**src/rtl/fft_fifo_ctrl_pkg.sv**
```systemverilog
// rtl/fft_fifo_ctrl_pkg.sv - shared types and elaboration helpers for the FFT FIFO frame controller
package fft_fifo_ctrl_pkg;

    typedef enum logic [1:0] {
        IDLE     = 2'd0,
        WAIT_LVL = 2'd1,
        STREAM   = 2'd2,
        DRAIN    = 2'd3
    } state_e;

    localparam int SKID_DEPTH_MIN = 2;

    // Width of the issue/beat counters: they must be able to hold FRAME_LEN itself.
    function automatic int cnt_width(input int frame_len);
        return $clog2(frame_len + 1);
    endfunction

    // Skid buffer pointers wrap naturally, so the depth must be a power of two.
    function automatic bit skid_depth_ok(input int depth);
        return (depth >= SKID_DEPTH_MIN) && ((depth & (depth - 1)) == 0);
    endfunction

endpackage

```
**src/rtl/fft_skid_buf.sv**
```systemverilog
// rtl/fft_skid_buf.sv - register-based skid FIFO between the FIFO read port and the AXI-S output
//
// Ports:
//   clk_i, rst_ni     clock, asynchronous active-low reset
//   push_i            write push_data_i this cycle (ignored when full and not popping)
//   pop_i             drop the head entry this cycle (ignored when empty)
//   head_data_o       oldest entry; zero after reset
//   count_o           number of valid entries, 0..DEPTH
module fft_skid_buf #(
    parameter  int DATA_WIDTH = 32,
    parameter  int DEPTH      = 4,
    localparam int PTR_W      = $clog2(DEPTH),
    localparam int CNT_W      = $clog2(DEPTH + 1)
) (
    input  logic                  clk_i,
    input  logic                  rst_ni,
    input  logic                  push_i,
    input  logic [DATA_WIDTH-1:0] push_data_i,
    input  logic                  pop_i,
    output logic [DATA_WIDTH-1:0] head_data_o,
    output logic [CNT_W-1:0]      count_o
);

    logic [DATA_WIDTH-1:0] mem_q [DEPTH];
    logic [PTR_W-1:0]      wr_ptr_q;
    logic [PTR_W-1:0]      rd_ptr_q;
    logic [CNT_W-1:0]      count_q;
    logic                  do_push;
    logic                  do_pop;

    assign do_pop  = pop_i && (count_q != '0);
    // A push into a full buffer is still accepted when the head leaves in the same cycle.
    assign do_push = push_i && ((count_q != CNT_W'(DEPTH)) || do_pop);

    always_ff @(posedge clk_i or negedge rst_ni) begin
        if (!rst_ni) begin
            for (int i = 0; i < DEPTH; i++) begin
                mem_q[i] <= '0;
            end
            wr_ptr_q <= '0;
            rd_ptr_q <= '0;
            count_q  <= '0;
        end else begin
            if (do_push) begin
                mem_q[wr_ptr_q] <= push_data_i;
                wr_ptr_q        <= wr_ptr_q + PTR_W'(1);
            end
            if (do_pop) begin
                rd_ptr_q <= rd_ptr_q + PTR_W'(1);
            end
            count_q <= count_q + CNT_W'(do_push) - CNT_W'(do_pop);
        end
    end

    assign head_data_o = mem_q[rd_ptr_q];
    assign count_o     = count_q;

endmodule

```
**src/rtl/fft_fifo_frame_ctrl.sv**
```systemverilog
// rtl/fft_fifo_frame_ctrl.sv - read-side frame sequencer feeding an FFT core from a synchronous FIFO
//
// Ports:
//   clk, rst_n                 clock, asynchronous active-low reset (released synchronously inside)
//   en                         level-sensitive frame-start enable
//   err_clr                    pulse to clear err_underflow
//   fifo_rd_en                 FIFO read enable (also its read clock enable)
//   fifo_rd_data               FIFO read data, valid the cycle after a read
//   fifo_rd_empty              FIFO empty flag
//   fifo_rd_water_level        FIFO fill level
//   m_axis_tdata/tvalid/tready/tlast   AXI-Stream master toward the FFT
//   frame_cnt                  completed frames, wraps at 16 bits
//   busy                       high while streaming or draining a frame
//   err_underflow              sticky flag: FIFO ran dry mid-frame
module fft_fifo_frame_ctrl
    import fft_fifo_ctrl_pkg::*;
#(
    parameter int DATA_WIDTH  = 32,
    parameter int LEVEL_WIDTH = 11,
    parameter int FRAME_LEN   = 1024,
    parameter int SKID_DEPTH  = 4
) (
    input  logic                   clk,
    input  logic                   rst_n,
    input  logic                   en,
    input  logic                   err_clr,
    output logic                   fifo_rd_en,
    input  logic [DATA_WIDTH-1:0]  fifo_rd_data,
    input  logic                   fifo_rd_empty,
    input  logic [LEVEL_WIDTH-1:0] fifo_rd_water_level,
    output logic [DATA_WIDTH-1:0]  m_axis_tdata,
    output logic                   m_axis_tvalid,
    input  logic                   m_axis_tready,
    output logic                   m_axis_tlast,
    output logic [15:0]            frame_cnt,
    output logic                   busy,
    output logic                   err_underflow
);

    localparam int CNT_W  = cnt_width(FRAME_LEN);
    localparam int SCNT_W = $clog2(SKID_DEPTH + 1);

    localparam logic [CNT_W-1:0]       FRAME_LAST  = CNT_W'(FRAME_LEN - 1);
    localparam logic [LEVEL_WIDTH-1:0] LEVEL_FRAME = LEVEL_WIDTH'(FRAME_LEN);
    localparam logic [SCNT_W:0]        CREDIT_MAX  = (SCNT_W + 1)'(SKID_DEPTH);

    if (!skid_depth_ok(SKID_DEPTH)) begin : g_bad_skid_depth
        $error("SKID_DEPTH must be a power of two and at least 2");
    end
    if (FRAME_LEN < 2 || FRAME_LEN > (1 << (LEVEL_WIDTH - 1))) begin : g_bad_frame_len
        $error("FRAME_LEN out of range for LEVEL_WIDTH");
    end

    // Reset asserts asynchronously but releases two clocks later, aligned to clk.
    logic [1:0] rst_sync_q;
    logic       rst_int_n;

    always_ff @(posedge clk or negedge rst_n) begin
        if (!rst_n) begin
            rst_sync_q <= '0;
        end else begin
            rst_sync_q <= {rst_sync_q[0], 1'b1};
        end
    end

    assign rst_int_n = rst_sync_q[1];

    state_e             state_q, state_d;
    logic [CNT_W-1:0]   issue_cnt_q, issue_cnt_d;
    logic [CNT_W-1:0]   beat_cnt_q, beat_cnt_d;
    logic               inflight_q;
    logic [15:0]        frame_cnt_q;
    logic               err_q;

    logic [SCNT_W-1:0]  skid_count;
    logic [DATA_WIDTH-1:0] skid_head;
    logic               credit_ok;
    logic               beat_fire;
    logic               last_fire;
    logic               uf_set;
    logic               rd_en;

    // Every slot is either occupied or reserved by the read still in flight,
    // so a captured word always has room and backpressure cannot drop data.
    assign credit_ok = ({1'b0, skid_count} + (SCNT_W + 1)'(inflight_q)) < CREDIT_MAX;

    assign m_axis_tvalid = (skid_count != '0);
    assign m_axis_tdata  = skid_head;
    assign m_axis_tlast  = m_axis_tvalid && (beat_cnt_q == FRAME_LAST);
    assign beat_fire     = m_axis_tvalid && m_axis_tready;
    assign last_fire     = beat_fire && m_axis_tlast;

    always_comb begin
        state_d     = state_q;
        issue_cnt_d = issue_cnt_q;
        beat_cnt_d  = beat_cnt_q;
        rd_en       = 1'b0;
        uf_set      = 1'b0;

        if (beat_fire) begin
            beat_cnt_d = last_fire ? '0 : beat_cnt_q + CNT_W'(1);
        end

        case (state_q)
            IDLE: begin
                if (en) begin
                    state_d = WAIT_LVL;
                end
            end
            WAIT_LVL: begin
                if (!en) begin
                    state_d = IDLE;
                end else if (fifo_rd_water_level >= LEVEL_FRAME) begin
                    state_d     = STREAM;
                    issue_cnt_d = '0;
                    beat_cnt_d  = '0;
                end
            end
            STREAM: begin
                if (credit_ok) begin
                    if (fifo_rd_empty) begin
                        // Level said a full frame was present; running dry is an upstream fault.
                        uf_set = 1'b1;
                    end else begin
                        rd_en       = 1'b1;
                        issue_cnt_d = issue_cnt_q + CNT_W'(1);
                        if (issue_cnt_q == FRAME_LAST) begin
                            state_d = DRAIN;
                        end
                    end
                end
            end
            DRAIN: begin
                if (last_fire) begin
                    state_d = en ? WAIT_LVL : IDLE;
                end
            end
            default: state_d = IDLE;
        endcase
    end

    always_ff @(posedge clk or negedge rst_int_n) begin
        if (!rst_int_n) begin
            state_q     <= IDLE;
            issue_cnt_q <= '0;
            beat_cnt_q  <= '0;
            inflight_q  <= 1'b0;
            frame_cnt_q <= '0;
            err_q       <= 1'b0;
        end else begin
            state_q     <= state_d;
            issue_cnt_q <= issue_cnt_d;
            beat_cnt_q  <= beat_cnt_d;
            inflight_q  <= rd_en;
            if (last_fire) begin
                frame_cnt_q <= frame_cnt_q + 16'd1;
            end
            if (uf_set) begin
                err_q <= 1'b1;
            end else if (err_clr) begin
                err_q <= 1'b0;
            end
        end
    end

    // The word read last cycle is on fifo_rd_data now; capture it.
    fft_skid_buf #(
        .DATA_WIDTH (DATA_WIDTH),
        .DEPTH      (SKID_DEPTH)
    ) u_skid (
        .clk_i       (clk),
        .rst_ni      (rst_int_n),
        .push_i      (inflight_q),
        .push_data_i (fifo_rd_data),
        .pop_i       (beat_fire),
        .head_data_o (skid_head),
        .count_o     (skid_count)
    );

    assign fifo_rd_en    = rd_en;
    assign frame_cnt     = frame_cnt_q;
    assign busy          = (state_q == STREAM) || (state_q == DRAIN);
    assign err_underflow = err_q;

endmodule

```
**config.mk**
```make
export PLATFORM = sky130hd
export DESIGN_NAME = fft_fifo_frame_ctrl
export DESIGN_NICKNAME = d
export VERILOG_FILES = /design/src/rtl/fft_fifo_ctrl_pkg.sv /design/src/rtl/fft_skid_buf.sv /design/src/rtl/fft_fifo_frame_ctrl.sv
export SDC_FILE = /design/constraint.sdc
export NUM_CORES = 1
export LEC_CHECK = 0
export BUFFER_PORTS_ARGS = -buffer_cell sky130_fd_sc_hd__buf_4
export CAP_MARGIN = 20
export CORE_MARGIN = 2
export CORE_UTILIZATION = 55
export CTS_CLUSTER_SIZE = 12
export DETAILED_ROUTE_END_ITERATION = 6
export HOLD_SLACK_MARGIN = 0.12
export PLACE_DENSITY = 0.76
export SLEW_MARGIN = 20
export SYNTH_ARGS = -nofsm -noshare
export SYNTH_HDL_FRONTEND = slang
export SYNTH_SLANG_ARGS = --single-unit
```
**constraint.sdc**
```tcl
create_clock -name clk -period 6.7 [get_ports clk]
set_input_delay 1.34 -clock clk [delete_from_list [all_inputs] [get_ports clk]]
set_output_delay 1.34 -clock clk [all_outputs]
set_load 0.05 [all_outputs]
```
==> impl_metrics.yaml, run 1 <==
timing:
  finalHoldViolCount: 0
  clock_skew_ns: 0.00560
  grt_setup_unrepaired: "no"
  slew_headroom: 0.356
  period_minus_slack_ns: 3.76
  fmax_ghz: 0.266
  worstMarginPinSlew_ns: 0.962
  setup_violations: 0
  tns_ns: 0
  min_period_over_period: 0.561
  finalWorstSetupSlack_ns: 2.94
  drv_slew: 0
synth:
  synthesis.area_sq_um: 8120
  synth-edff-count: 0
  synthCells: 560
  yosys_register_bits: 179
  syn_area_per_cell_sq_um: 14.5
  yosysSeqAreaShare: 0.552
  synth-main-ff-cell: "dfrtp_1"
  synth-async-reset-ratio: 1.00
  synthDistinctLibCells: 57
  mappedNetlistNets: 620
  yosysWarningCount: 0
place:
  dp_hpwl_um: 10100
  placed_cells: 813
  port_buffers: 91
  place_area_sq_um: 8910
  dpl_worst_slack_ns: 3.04
  place.gp.congestion: 0.822
drt:
  via_per_inst: 5.79
  drt-initial-drc-count: 223
  antenna_left: 0
  drc_errors: 0
  first_pass_iters: 4
  routed_wl_um: 15600
  vias: 4893
  wl_per_cell_um: 18.4
final_layout:
  final_cells: 845
  final_area_sq_um: 9610
  fillers: 1011
  drive_gt1_frac: 0.443
  num-nets-final: 708
  final_core_util: 0.664
  areaGrowthSynthToFinish_pct: 18.4
  diodes: 0
cts:
  postCtsSetupRepairBufs: 0
  hold_buffers: 0
  cts.sinks: 179
  cts_max_path_buffers: 2
  clk_pin_slew_ns: 0.06
  clk_latency_ns: 0.43
  cts.repair.resized: 0
  cts_buffers: 17
  cts_max_level: 4
  root_buffer: "clkbuf_16"
  cts_tree: "done"
global_routing:
  grt-ovfl-total: 0
  grt_pass1_wl_um: 25900
  antenna_found_initial: 0
  grt_pass1_vias: 5237
  track_usage: 0.208
  grt_max_degree: 79
critical_path:
  path_delay_family: "flip-flops"
  cp-end-kind: "output pin"
  path_class: "flip-flop to output pin"
  rr_worst_depth: 8
  worstPathCellList: "buf_4, mux4_2, buf_4"
  critPathMostFrequentCell: "buf_4"
  crit_cells: 3
  critical_path.max_stage_delay_ns: 0.70
  required_ns: 5.36
  worst-path-max-fanout: 20
  critPathBufInv: 2
  slowest_stage: "dfrtp_2"
  cp-start-kind: "flip-flop"
  crit_arrival_ns: 2.42
power_and_ir_drop:
  p_leak_uw: 0.00443
  peakVddDrop_v: 0.000238
  p_per_area_nw_per_um2: 526
die:
  die-area_sq_um: 15700
  start_util: 0.561
  fp.dieW_um: 125
  die_h_um: 125
  core.rowCount: 44
  coreArea_sq_um: 14500
  io_pins: 102
run:
  maxCapViolCount: 0
hold_path:
  hold_class: "flip-flop to asynchronous set/reset pin"
run_status:
  status: "completed"
[flip-flops by register name (all words and copies together), names as in the netlist, named ones only]
name,cells
u_skid.mem_q,128
frame_cnt,16
beat_cnt_q,11
issue_cnt_q,11
u_skid.count_o,3
rst_sync_q,2
u_skid.rd_ptr_q,2
u_skid.wr_ptr_q,2
err_underflow,1
inflight_q,1
state_q,1
[cells in the final DEF (no fill, tap or decap), types with 5 or more instances in the layout]
master     count
clkbuf_8       5
mux2_2       120
inv_1         13
mux2_1         8
nor3_1         5
nand2_1       24
a21oi_1        9
bufinv_16      6
nand3_1       13
xnor2_1       19
o21ai_0        5
nor2_1        15
xor2_1         7
nor4_1         5
or3_1          6
buf_4         96
dfrtp_1      177
clkbuf_16     17
mux4_2        32
nand4_1       10
ha_1          10
[worst paths after layout]
| kind | startpoint | endpoint | slack, ns |
|---|---|---|---|
| hold / removal | rst_sync_q[1] | frame_cnt[13] | 0.31 |
| max in group asynchronous | rst_sync_q[1] | u_skid.rd_ptr_q[0] | 4.97 |
| min in group clk | rst_sync_q[0] | rst_sync_q[1] | 0.35 |
| hold reg to reg | rst_sync_q[1] | frame_cnt[13] | 0.31 |
| setup / recovery | u_skid.rd_ptr_q[0] | m_axis_tdata[17] | 2.94 |
| setup reg to reg | u_skid.count_o[1] | u_skid.count_o[2] | 4.04 |
[metrics by stage]
stage	hold WS [ns]	power, uW
2_1_floorplan	0.331	3410
3_3_place_gp	0.339	3840
3_5_place_dp	0.340	3940
4_1_cts	0.355	5100
5_1_grt	0.360	5290
6_report	0.314	5050
[routing by layer]
| layer | share of wire | routed length [um] | GRT usage | vias up |
|---|---|---|---|---|
| met3 | 0.037 | 570 | 0.0458 | 20 |
| met4 | 0.016 | 252 | 0.0719 | 0 |
| met2 | 0.50 | 7860 | 0.354 | 90 |
| li1 | - | - | - | 2240 |
| met5 | 0 | 0 | 0 | - |
| met1 | 0.44 | 6910 | 0.266 | 2543 |
[kinds of logic (layout without fill, tap and decap cells)]
kind of cell,Yosys count,count (layout),synth area share
other cells,1,1,0.000462
fa+ha+maj,11,11,0.0179
flops,179,179,0.552
mux,163,163,0.270
simple gates,108,108,0.0789
buf+inv,40,141,0.0259
xor+xnor,26,26,0.0281
compound gates,32,32,0.0270
[worst register-to-register path, stage by stage (launching register included)]
cell,delay [ns]
dfrtp_1,0.48
o31ai_2,0.64
inv_1,0.30
ha_1,0.35
inv_1,0.06
ha_1,0.13
inv_1,0.05
fa_1,0.37
xor2_1,0.17
[synthesized netlist by cell type, types with 2 or more instances]
cell type  count  area share
a21oi_1        9      0.0055
a31oi_1        2      0.0015
and3_1         3      0.0023
and4_1         2      0.0022
buf_2          6      0.0037
buf_4         12       0.011
clkbuf_1       8      0.0037
dfrtp_1      179        0.55
ha_1          10       0.015
inv_1         13      0.0060
mux2_1         8       0.011
mux2_2       120        0.17
mux2i_1        3      0.0037
mux4_2        32       0.089
nand2_1       24       0.011
nand2_2        4      0.0031
nand2b_1       2      0.0015
nand3_1       13      0.0080
nand4_1       10      0.0077
nand4b_1       3      0.0032
nor2_1        15      0.0069
nor3_1         5      0.0031
nor4_1         5      0.0039
o21ai_0        5      0.0031
o31ai_1        3      0.0028
or3_1          6      0.0046
or4_1          4      0.0037
xnor2_1       19       0.020
xor2_1         7      0.0076
[final cells by class]
cell class	instances	area (sq um)	share of cell area
Multi-Input combinational cell	341	3430	0.357
Inverter	13	48.8	0.00508
Sequential cell	179	4480	0.466
Tap cell	184	230	0.0239
Clock inverter	8	194	0.0202
Timing Repair Buffer	96	721	0.0750
Clock buffer	24	502	0.0522
[report_power, final]
group / internal (uW) / total (uW) / switching (uW)
clock network: 750 / 1150 / 397
registers: 1500 / 1790 / 290
logic: 927 / 2120 / 1190
(Power assumes the default switching activity.)
==> run 2: changes to the inputs <==
- CORE_UTILIZATION: 55 -> 52
- clock period: 6.7 -> 3.4 ns (I/O delays scaled with it)
==> impl_metrics.yaml, run 2 (synthesized netlist as in run 1, its figures left out) <==
run_status:
  status: "completed"
power_and_ir_drop:
  p_sw_uw: 3740
  pwr-share-comb: 0.427
  p_per_area_nw_per_um2: 1030
  switching_share: 0.376
  p_seq_frac: 0.358
  p_clk_frac: 0.215
  internal_power_uw: 6200
  p_leak_uw: 0.00445
  peakVddDrop_v: 0.000471
cts:
  cts_max_path_buffers: 2
  cts.sinks: 179
  cts_buffers: 17
  root_buffer: "clkbuf_16"
  cts.repair.resized: 0
  hold_buffers: 1
  cts_tree: "done"
  clk_pin_slew_ns: 0.07
  clk_latency_ns: 0.43
  cts_max_level: 4
  postCtsSetupRepairBufs: 0
final_layout:
  diodes: 0
  final_core_util: 0.637
  layout_common_cells: "dfrtp_1, mux2_2, buf_4"
  areaGrowthSynthToFinish_pct: 19.3
  largest_reg_flops: 128
  top_register: "u_skid.mem_q"
  drive_gt1_frac: 0.442
  multi_input_area_sq_um: 3430
  fillers: 1091
  layout_commonest_cell: "dfrtp_1"
  regArea_sq_um: 4480
  num-nets-final: 715
global_routing:
  antenna_found_initial: 0
  track_usage: 0.203
  grt-ovfl-total: 0
  grtUsageMet3: 0.0453
  grt_pass1_vias: 5211
  met1_usage: 0.274
  grt_max_degree: 82
  grt-busiest-layer: "met2"
  met2_usage: 0.331
  grt_pass1_wl_um: 26100
critical_path:
  path_delay_family: "flip-flops"
  slowest_stage: "dfrtp_1"
  cp-start-kind: "flip-flop"
  cp-end-kind: "output pin"
  worst-path-max-fanout: 8
  crit_arrival_ns: 2.25
  critPathBufInv: 2
  required_ns: 2.72
  worstPathCellList: "ha_1, and4b_1, a211o_1, nand2_1, inv_1, buf_4"
  critical_path.max_stage_delay_ns: 0.51
  path_class: "flip-flop to output pin"
place:
  place.gp.congestion: 0.797
  dp_hpwl_um: 10600
  port_buffers: 91
drt:
  routed_wl_um: 15900
  vias: 4973
  wl_per_cell_um: 18.6
  drc_errors: 0
  first_pass_iters: 4
  antenna_left: 0
  via_per_inst: 5.81
  drt-initial-drc-count: 198
die:
  start_util: 0.534
  fp.dieW_um: 129
  io_pins: 102
  die_h_um: 129
  core.rowCount: 45
  die-area_sq_um: 16600
  coreArea_sq_um: 15200
timing:
  drv_slew: 0
  period_minus_slack_ns: 2.93
  slew_headroom: 0.333
  tns_ns: 0
  fmax_ghz: 0.341
  min_period_over_period: 0.862
  setup_violations: 0
  clock_skew_ns: 0.00816
  worstMarginPinSlew_ns: 0.993
  grt_setup_unrepaired: "no"
  finalHoldViolCount: 0
run:
  maxCapViolCount: 0
hold_path:
  hold_class: "flip-flop to asynchronous set/reset pin"
-- run 2: cell types whose count changed in the layout (fill, tap and decap cells not counted), sizes merged --
cell and delta:
buf +6, clkinv -1, dlygate4sd3 +1, clkinvlp +2
bufinv -1
-- run 2: path summary, 6_finish.rpt --
kind	from	to	slack, ns	depth (start not counted)
setup / recovery	u_skid.count_o[1]	fifo_rd_en	0.47	6
hold / removal	rst_sync_q[1]	u_skid.mem_q[69]	0.33	0
setup reg to reg	u_skid.count_o[1]	u_skid.count_o[2]	0.70	8
hold reg to reg	rst_sync_q[1]	u_skid.mem_q[69]	0.33	0
max in group asynchronous	rst_sync_q[1]	u_skid.mem_q[58]	2.19	1
min in group clk	rst_sync_q[0]	rst_sync_q[1]	0.35	0
-- run 2: power by group through the flow --
stage	clock (uW)	sequential [uW]	combinational (uW)
finish	2130	3560	4250
detailed placement	0	3590	4290
global route	2260	3670	4510
floorplan	0	3360	3360
CTS	2180	3560	4300
global placement	0	3500	4190
-- run 2: worst reg2reg max path, stage by stage (launching register included) --
cell     delay, ns
dfrtp_1       0.48
o31ai_2       0.66
inv_1         0.31
ha_1          0.36
inv_1         0.06
ha_1          0.12
inv_1         0.05
fa_1          0.38
xor2_1        0.17
-- run 2: stage by stage --
step | total power, uW | cells | cell area, sq um | hold WS, ns | worst slack, ns
floorplan | 6720 | 560 | 8120 | 0.331 | 0.0250
global placement | 7680 | 823 | 9020 | 0.325 | 0.800
detailed placement | 7880 | 823 | 9020 | 0.340 | 0.704
CTS | 10000 | 856 | 9680 | 0.352 | 0.442
global route | 10400 | 856 | 9680 | 0.372 | 0.335
finish | 9940 | 856 | 9680 | 0.328 | 0.470
-- run 2: per-layer routing --
metal  routed length [um]  vias to the layer above
li1                     -                     2252
met1                 7100                     2593
met2                 7980                      111
met3                  584                       17
met4                  231                        0
met5                    0                        -
-- run 2: area by class of cell --
class,count,area share
well taps,188,0.0243
clock buffers,24,0.0487
multi-input cells,341,0.354
repair buffers,103,0.0866
clock inverters,8,0.0180
inverters,13,0.00504
flip-flops and latches,179,0.463
==> run 3: changes to the inputs <==
- RECOVER_POWER: not set -> 100
==> impl_metrics.yaml, run 3 (synthesized netlist as in run 1, its figures left out) <==
final_layout:
  multi_input_area_sq_um: 3380
  top_register: "u_skid.mem_q"
  layout_commonest_cell: "dfrtp_1"
  final_cells: 856
  final_area_sq_um: 9390
  regArea_sq_um: 4480
  diodes: 0
  layout_common_cells: "dfrtp_1, mux2_2, clkbuf_1"
  areaGrowthSynthToFinish_pct: 15.6
  fillers: 1141
  num-nets-final: 715
  drive_gt1_frac: 0.365
  largest_reg_flops: 128
die:
  start_util: 0.534
  io_pins: 102
  die_h_um: 129
  core.rowCount: 45
  coreArea_sq_um: 15200
  fp.dieW_um: 129
  die-area_sq_um: 16600
drt:
  vias: 4997
  antenna_left: 0
  drc_errors: 0
  routed_wl_um: 15800
  wl_per_cell_um: 18.4
  drt-initial-drc-count: 207
  via_per_inst: 5.84
  first_pass_iters: 4
global_routing:
  grt-ovfl-total: 0
  grt_max_degree: 82
  track_usage: 0.203
  grt_pass1_wl_um: 26100
  grt_pass1_vias: 5211
  antenna_found_initial: 0
timing:
  fmax_ghz: 0.335
  slew_headroom: -0.0976
  min_period_over_period: 0.877
  period_minus_slack_ns: 2.98
  grt_setup_unrepaired: "no"
  finalHoldViolCount: 0
  worstMarginPinSlew_ns: 1.65
  tns_ns: 0
  clock_skew_ns: 0.00731
  drv_slew: 43
  hold_slack_ns: 0.346
  setup_violations: 0
cts:
  cts_max_path_buffers: 2
  postCtsSetupRepairBufs: 0
  clk_latency_ns: 0.43
  cts.sinks: 179
  clk_pin_slew_ns: 0.07
  cts_buffers: 17
  cts.repair.resized: 0
  cts_tree: "done"
  root_buffer: "clkbuf_16"
  cts_max_level: 4
place:
  place_area_sq_um: 9020
  port_buffers: 91
  placed_cells: 823
  place.gp.congestion: 0.797
  dp_hpwl_um: 10600
critical_path:
  crit_arrival_ns: 2.30
  required_ns: 2.72
  cp-end-kind: "output pin"
  startpoint: "u_skid.count_o[1]"
  worst-path-max-fanout: 8
  cp-start-kind: "flip-flop"
  rr_startpoint: "u_skid.count_o[2]"
  path_class: "flip-flop to output pin"
power_and_ir_drop:
  p_seq_frac: 0.369
  power.total_uw: 9610
  peakVddDrop_v: 0.000466
  pwr-share-comb: 0.409
  p_clk_frac: 0.222
  switching_share: 0.386
  internal_power_uw: 5890
  p_leak_uw: 0.00420
  p_sw_uw: 3710
  p_per_area_nw_per_um2: 1020
run:
  maxCapViolCount: 1
run_status:
  status: "finished, violations left"
  violations: "capacitance limit, slew limit"
hold_path:
  hold_class: "flip-flop to flip-flop"
  hp-start: "rst_sync_q[0]"
[run 3: per-stage QoR]
stage / utilization / worst slack, ns
CTS: 0.637 / 0.442
finish: 0.617 / 0.417
global route: 0.617 / 0.192
detailed placement: 0.594 / 0.704
global placement: 0.594 / 0.800
floorplan: - / 0.0250
[run 3: metal layers]
layer / wire, um / global-route usage / up-vias
met4: 241 / 0.0659 / 0
met1: 6990 / 0.274 / 2603
met3: 611 / 0.0453 / 23
met2: 7950 / 0.331 / 119
li1: - / - / 2252
met5: 0 / 0 / -
[run 3: worst max-delay path: stages, from the launching register on]
cell and delay, ns:
dfrtp_1 0.48, ha_1 0.26, and4b_1 0.28, a211o_1 0.28
nand2_1 0.18, inv_1 0.13, clkbuf_2 0.28
[run 3: what timing repair did]
item	CTS	global route
hold buffers	1	0
endpoints found under the setup margin	0	0
endpoints found under the hold margin	2	0
[run 3: power groups by stage]
stage	Sequential, uW	Combinational, uW	Clock, uW
3_5_place_dp	3590	4290	0
5_1_grt	3660	4190	2260
2_1_floorplan	3360	3360	0
6_report	3550	3930	2130
4_1_cts	3560	4300	2180
3_3_place_gp	3500	4190	0
[run 3: final cells by class]
cell class / count / area share
clock buffers: 24 / 0.0503
clock inverters: 8 / 0.0185
inverters: 13 / 0.00520
multi-input cells: 341 / 0.360
flip-flops and latches: 179 / 0.477
well taps: 188 / 0.0251
repair buffers: 103 / 0.0638
[run 3: path summary, 6_finish.rpt]
kind	cells past startpoint	end	slack [ns]
max reg2reg	5	u_skid.mem_q[56]	0.56
max	6	fifo_rd_en	0.42
min reg2reg	0	rst_sync_q[1]	0.35
min in group asynchronous	2	rst_sync_q[1]	0.55
max in group asynchronous	1	u_skid.mem_q[49]	0.76
min	0	rst_sync_q[1]	0.35
